### config.mk
export PLATFORM = sky130hd
export DESIGN_NAME = quad_encoder_flat
export DESIGN_NICKNAME = d
export VERILOG_FILES = /design/src/rtl/quad_encoder_if.sv /design/src/rtl/quad_encoder.sv /design/src/flat_wrapper.sv
export SDC_FILE = /design/constraint.sdc
export NUM_CORES = 1
export LEC_CHECK = 0
export ABC_AREA = 1
export CAP_MARGIN = 20
export CORE_MARGIN = 2
export CORE_UTILIZATION = 35
export DETAILED_ROUTE_END_ITERATION = 10
export SYNTH_ARGS = -nofsm -noshare
export SYNTH_HDL_FRONTEND = slang
export SYNTH_SLANG_ARGS = --single-unit
### constraint.sdc
create_clock -name clk -period 3.86 [get_ports clk]
set_input_delay 0.965 -clock clk [delete_from_list [all_inputs] [get_ports clk]]
set_output_delay 0.965 -clock clk [all_outputs]
set_load 0.05 [all_outputs]
### src/rtl/quad_encoder_if.sv
// Motion-in / quadrature-out bundle for quad_encoder.
// The master drives the motion strobes; the slave returns the phases and status.
interface quad_encoder_if #(
    parameter int unsigned ACC_W = 10
);
    logic signed [7:0]       delta;
    logic                    delta_valid;
    logic                    flush;
    logic                    A;
    logic                    B;
    logic                    busy;
    logic signed [ACC_W-1:0] pending;

    modport master (
        output delta,
        output delta_valid,
        output flush,
        input  A,
        input  B,
        input  busy,
        input  pending
    );

    modport slave (
        input  delta,
        input  delta_valid,
        input  flush,
        output A,
        output B,
        output busy,
        output pending
    );
endinterface

### src/rtl/quad_encoder.sv
// Quadrature encoder emulator: turns signed motion increments into paced A/B
// phase steps, holding not-yet-issued motion in a saturating signed accumulator.
module quad_encoder #(
    parameter int unsigned STEP_DIV = 4,
    parameter int unsigned ACC_W    = 10
) (
    input  logic          clk,
    input  logic          reset,
    quad_encoder_if.slave bus
);
    localparam int unsigned DIV_W = (STEP_DIV > 1) ? $clog2(STEP_DIV) : 1;
    // Sum must hold the accumulator plus a step and also a full-range 8-bit delta.
    localparam int unsigned SUM_W = ((ACC_W + 2) > 10) ? (ACC_W + 2) : 10;
    localparam logic [DIV_W-1:0]        DIV_RELOAD = DIV_W'(STEP_DIV - 1);
    localparam logic signed [SUM_W-1:0] SAT_MAX    = SUM_W'((1 << (ACC_W - 1)) - 1);
    localparam logic signed [SUM_W-1:0] SAT_MIN    = -SAT_MAX;

    logic signed [ACC_W-1:0] r_acc;
    logic signed [ACC_W-1:0] w_acc_nxt;
    logic [DIV_W-1:0]        r_div;
    logic [DIV_W-1:0]        w_div_nxt;
    logic                    r_a;
    logic                    r_b;
    logic                    r_busy;
    logic                    w_a_nxt;
    logic                    w_b_nxt;
    logic                    w_busy_nxt;
    logic                    w_step;
    logic                    w_fwd;
    logic signed [SUM_W-1:0] w_acc_ext;
    logic signed [SUM_W-1:0] w_delta_ext;
    logic signed [SUM_W-1:0] w_adj;
    logic signed [SUM_W-1:0] w_sum;

    // A step fires when motion is pending and the pacing divider has run out.
    always_comb begin
        w_step = (r_acc != '0) && (r_div == '0);
        w_fwd  = ~r_acc[ACC_W-1];
    end

    // Accumulator update: current value + qualified delta + step retirement.
    always_comb begin
        w_acc_ext   = {{(SUM_W - ACC_W){r_acc[ACC_W-1]}}, r_acc};
        w_delta_ext = '0;
        w_adj       = '0;
        if (bus.delta_valid) begin
            w_delta_ext = {{(SUM_W - 8){bus.delta[7]}}, bus.delta};
        end
        if (w_step) begin
            w_adj = w_fwd ? {SUM_W{1'b1}} : SUM_W'(1);
        end
        w_sum = w_acc_ext + w_delta_ext + w_adj;
    end

    // Next-state: flush wins over everything and freezes the phases.
    always_comb begin
        w_acc_nxt = r_acc;
        w_div_nxt = r_div;
        w_a_nxt   = r_a;
        w_b_nxt   = r_b;
        if (bus.flush) begin
            w_acc_nxt = '0;
            w_div_nxt = DIV_RELOAD;
        end else begin
            if (w_sum > SAT_MAX) begin
                w_acc_nxt = ACC_W'(SAT_MAX);
            end else if (w_sum < SAT_MIN) begin
                w_acc_nxt = ACC_W'(SAT_MIN);
            end else begin
                w_acc_nxt = w_sum[ACC_W-1:0];
            end

            if ((r_acc == '0) || w_step) begin
                w_div_nxt = DIV_RELOAD;
            end else begin
                w_div_nxt = r_div - DIV_W'(1);
            end

            // Forward walks 00->10->11->01; reverse is its exact inverse.
            if (w_step) begin
                if (w_fwd) begin
                    w_a_nxt = ~r_b;
                    w_b_nxt = r_a;
                end else begin
                    w_a_nxt = r_b;
                    w_b_nxt = ~r_a;
                end
            end
        end
        w_busy_nxt = (w_acc_nxt != '0);
    end

    always_ff @(posedge clk or posedge reset) begin
        if (reset) begin
            r_acc  <= '0;
            r_div  <= DIV_RELOAD;
            r_a    <= 1'b0;
            r_b    <= 1'b0;
            r_busy <= 1'b0;
        end else begin
            r_acc  <= w_acc_nxt;
            r_div  <= w_div_nxt;
            r_a    <= w_a_nxt;
            r_b    <= w_b_nxt;
            r_busy <= w_busy_nxt;
        end
    end

    assign bus.A       = r_a;
    assign bus.B       = r_b;
    assign bus.busy    = r_busy;
    assign bus.pending = r_acc;

endmodule

### src/flat_wrapper.sv
// flat-port wrapper written by rule: the top's interface ports become plain ports
module quad_encoder_flat 
#(
    parameter int unsigned STEP_DIV = 4,
    parameter int unsigned ACC_W    = 10
)
  (clk, reset, bus_delta, bus_delta_valid, bus_flush, bus_A, bus_B, bus_busy, bus_pending);
  quad_encoder_if #(.ACC_W(ACC_W)) bus_i ();
  input  logic clk;
  input  logic reset;
  input wire logic [$bits(bus_i.delta)-1:0] bus_delta;
  input wire logic [$bits(bus_i.delta_valid)-1:0] bus_delta_valid;
  input wire logic [$bits(bus_i.flush)-1:0] bus_flush;
  output wire logic [$bits(bus_i.A)-1:0] bus_A;
  output wire logic [$bits(bus_i.B)-1:0] bus_B;
  output wire logic [$bits(bus_i.busy)-1:0] bus_busy;
  output wire logic [$bits(bus_i.pending)-1:0] bus_pending;
  assign bus_i.delta = bus_delta;
  assign bus_i.delta_valid = bus_delta_valid;
  assign bus_i.flush = bus_flush;
  assign bus_A = bus_i.A;
  assign bus_B = bus_i.B;
  assign bus_busy = bus_i.busy;
  assign bus_pending = bus_i.pending;
  quad_encoder #(.STEP_DIV(STEP_DIV), .ACC_W(ACC_W)) u_core (.clk(clk), .reset(reset), .bus(bus_i));
endmodule
==> flow_summary.json <==
{
  "postCtsHoldBufs": 0,
  "grt_max_degree": 16,
  "critical_path.slowest_cell": "clkdlybuf4s50_1",
  "grt_pass1_vias": 1423,
  "yosysWarnings": 0,
  "grt_util_all_layers": 0.152,
  "yosysSeqAreaShare": 0.232,
  "regToRegSetupSlack_ns": 0.36,
  "cts_root_buffer": "clkbuf_8",
  "cp.depth": 20,
  "cp-startpoint": "bus_delta[1]",
  "power_density_nw_per_um2": 957,
  "r2r-end": "u_core.bus.busy$_DFF_PP0_",
  "overflow": 0,
  "p_sw_frac": 0.520,
  "hold_ws_ns": 0.468,
  "synth_area_sq_um": 1630,
  "rr_worst_depth": 24,
  "cts_sinks": 15,
  "drv_cap": 0,
  "fp-row-count": 24,
  "end_kind": "flip-flop",
  "cpLargestDelayFamily": "simple AND/OR/NAND/NOR gates",
  "vias": 1524,
  "grt_util_met3": 0.0236,
  "timing.final.crit_period_ns": 3.54,
  "worst_pin_slew_ns": 0.544,
  "path_class": "primary input to flip-flop",
  "final_core_util": 0.503,
  "cp-endpoint": "u_core.bus.busy$_DFF_PP0_",
  "syn-num-nets": 266,
  "r2r_start": "u_core.bus.pending[0]$_DFF_PP0_",
  "max_freq_mhz": 283,
  "clk_latency_ns": 0.24,
  "numCtsBuffers": 3,
  "worstPathArrival_ns": 3.67,
  "dp_slack_ns": -0.115,
  "wirelength_um": 3610,
  "relSlewSlack": 0.637,
  "die_area_sq_um": 5210,
  "p_int_mw": 1.02,
  "grtUsageMet1": 0.231,
  "clock_power_share": 0.057,
  "drt-vias-per-instance": 4.58,
  "first_iter_violations": 81,
  "crit_top_cell": "nand2_1",
  "htree_levels": 1,
  "finalMaxSlewViolations": 0,
  "ir_drop_mv": 0.564,
  "synth_cells": 232,
  "portBuffers": 24,
  "n_antenna_cell": 0,
  "antenna_found_initial": 0,
  "finalCritPeriodShare": 0.917,
  "grt-busiest-layer": "met2",
  "cp_max_fo": 7,
  "crit_buf_inv": 2,
  "status": "finished clean",
  "finalWeightedCongestion": 0.827,
  "fin_ws_ns": 0.321,
  "cts_tree": "built",
  "hp-class": "flip-flop to flip-flop",
  "grt_pass1_wl_um": 6350,
  "drc": 0,
  "post-dp-hpwl_um": 3070,
  "seq_power_share": 0.137,
  "ys_types": 29,
  "p_total_mw": 2.12,
  "worstPathRequired_ns": 3.99,
  "crit_chain": "clkdlybuf4s50_1 > nand2_1 > inv_1 > fa_1 > ha_1 > fa_2 > nand2_2 > nand2_2 > nand3_1 > nand2_1 > nand2_1 > nand2_1 > nor2_1 > nand3_1 > nand2_1 > nand2_4 > nand3_1 > nand3_1 > nor2_1 > nand2_1",
  "wl_per_cell_um": 10.8,
  "io_pins": 25,
  "comb_power_share": 0.806,
  "finClkSkew_ns": 0.00193,
  "die_h_um": 72.2,
  "p_switching_mw": 1.10,
  "ant_nets": 0,
  "final_nets": 316,
  "drt-pass1-iter-count": 4,
  "syn_to_final_growth_pct": 36.4,
  "die_x_um": 72.2,
  "hold_viol_final": 0,
  "clockBufferDepth": 2,
  "tns_ns": 0,
  "drive_above_1_share": 0.206,
  "synth_seq_cells": 15,
  "syn_area_per_cell_sq_um": 7.01,
  "met2_usage": 0.239,
  "p_leak_nw": 1.25,
  "start_util": 0.368,
  "core_area_sq_um": 4410,
  "final-setup-viol-count": 0,
  "clk_pin_slew_ns": 0.05,
  "critical_path.max_stage_delay_ns": 0.45,
  "cp-start-kind": "primary input"
}
## how the worst min path moves through the flow
stage                                           end                      start  cells after the start  slack (ns)
after global placement    u_core.r_div[0]$_DFF_PP1_  u_core.r_div[0]$_DFF_PP1_                      1        0.46
after detailed placement  u_core.r_div[0]$_DFF_PP1_  u_core.r_div[0]$_DFF_PP1_                      1        0.46
after floorplan           u_core.r_div[0]$_DFF_PP1_  u_core.r_div[0]$_DFF_PP1_                      1        0.44
after global routing      u_core.r_div[0]$_DFF_PP1_  u_core.r_div[0]$_DFF_PP1_                      1        0.50
final                     u_core.r_div[0]$_DFF_PP1_  u_core.r_div[0]$_DFF_PP1_                      1        0.47
after CTS                 u_core.r_div[0]$_DFF_PP1_  u_core.r_div[0]$_DFF_PP1_                      1        0.47
## synth_stat cells, drive strengths merged
library cell,n,area share
nor2,17,0.041
xor2,2,0.011
o211ai,1,0.0046
nor4,2,0.0077
nand4,4,0.015
buf,2,0.010
nor3,1,0.0031
fa,11,0.14
nand2,66,0.17
nand3,18,0.055
nand3b,5,0.023
inv,61,0.14
clkbuf,1,0.0023
nor2b,1,0.0038
dfstp,2,0.032
ha,11,0.085
a21oi,6,0.028
dfrtp,13,0.20
o21ai,4,0.012
xnor2,1,0.0054
mux2,2,0.014
a21o,1,0.0046
## metrics by stage
| step | instances | cell area [sq um] |
|---|---|---|
| final | 333 | 2220 |
| after global routing | 333 | 2220 |
| after CTS | 331 | 2130 |
| after detailed placement | 327 | 2090 |
| after global placement | 327 | 2090 |
| after floorplan | 232 | 1630 |
## cell usage in the layout, fill, tap and decap left out, types with 3 or more instances in the layout
master	Yosys	routed
a21oi_1	4	3
clkdlybuf4s50_1	0	23
o21ai_0	4	4
nand4_1	4	4
nand2_2	6	8
nor2_1	16	13
dfrtp_1	13	12
inv_1	59	56
nand3_1	18	18
inv_2	2	5
fa_1	11	10
nand3b_1	5	5
buf_4	0	22
clkbuf_8	0	3
nand2_1	59	57
ha_1	11	8
nor2_2	1	4
## flip-flops by register name, summed over array words and instances, names as in the netlist
signal              count
u_core.bus.A            1
u_core.bus.B            1
u_core.bus.busy         1
u_core.bus.pending     10
u_core.r_div            2
## logic make-up (layout without fill, tap and decap cells)
logic type      after synthesis  after routing  synth area share
simple gates                114            114             0.315
buf+inv                      64            113             0.153
fa+ha+maj                    22             22             0.220
flops                        15             15             0.232
compound gates               12             12            0.0492
xor+xnor                      3              3            0.0162
mux                           2              2            0.0138
## worst register-to-register path, stage by stage (launching register included)
cell and delay [ns]:
dfrtp_1 0.42, nor4_4 0.05, buf_4 0.14, nand4_1 0.12, nand2_2 0.08, nor2_2 0.20
inv_2 0.08, buf_12 0.15, fa_1 0.51, inv_2 0.05, buf_4 0.12, ha_1 0.31
nand2_1 0.06, nand2_1 0.11, nand4_1 0.13, nand2_1 0.08, nand2_1 0.05, nand2_1 0.10
nand3_1 0.09, nand2_1 0.11, nand2_4 0.09, nand3_1 0.11, nand3_1 0.08, nor2_1 0.09
nand2_1 0.05
## timing repair
action | 4_1_cts | 5_1_grt
setup buffers | 0 | 2
resized for setup | 0 | 19
endpoints found under the setup margin | 0 | 9
## metal layers
| metal | up-vias | routed length, um |
|---|---|---|
| li1 | 797 | - |
| met1 | 694 | 1780 |
| met2 | 33 | 1650 |
| met3 | 0 | 185 |
| met4 | 0 | 0 |
| met5 | - | 0 |
## power by group through the flow
stage	Clock (mW)	Combinational, mW	Sequential (mW)
floorplan	0	0.883	0.492
global placement	0	1.63	0.284
detailed placement	0	1.64	0.285
CTS	0.124	1.65	0.283
global route	0.135	1.92	0.302
finish	0.121	1.71	0.290
## cell type report
class                           instances  area (sq um)
Clock buffer                            4          45.0
Fill cell                             448          2200
Inverter                               61           229
Multi-Input combinational cell        153          1060
Sequential cell                        15           379
Tap cell                               52          65.1
Timing Repair Buffer                   48           439
(Power assumes the default switching activity.)
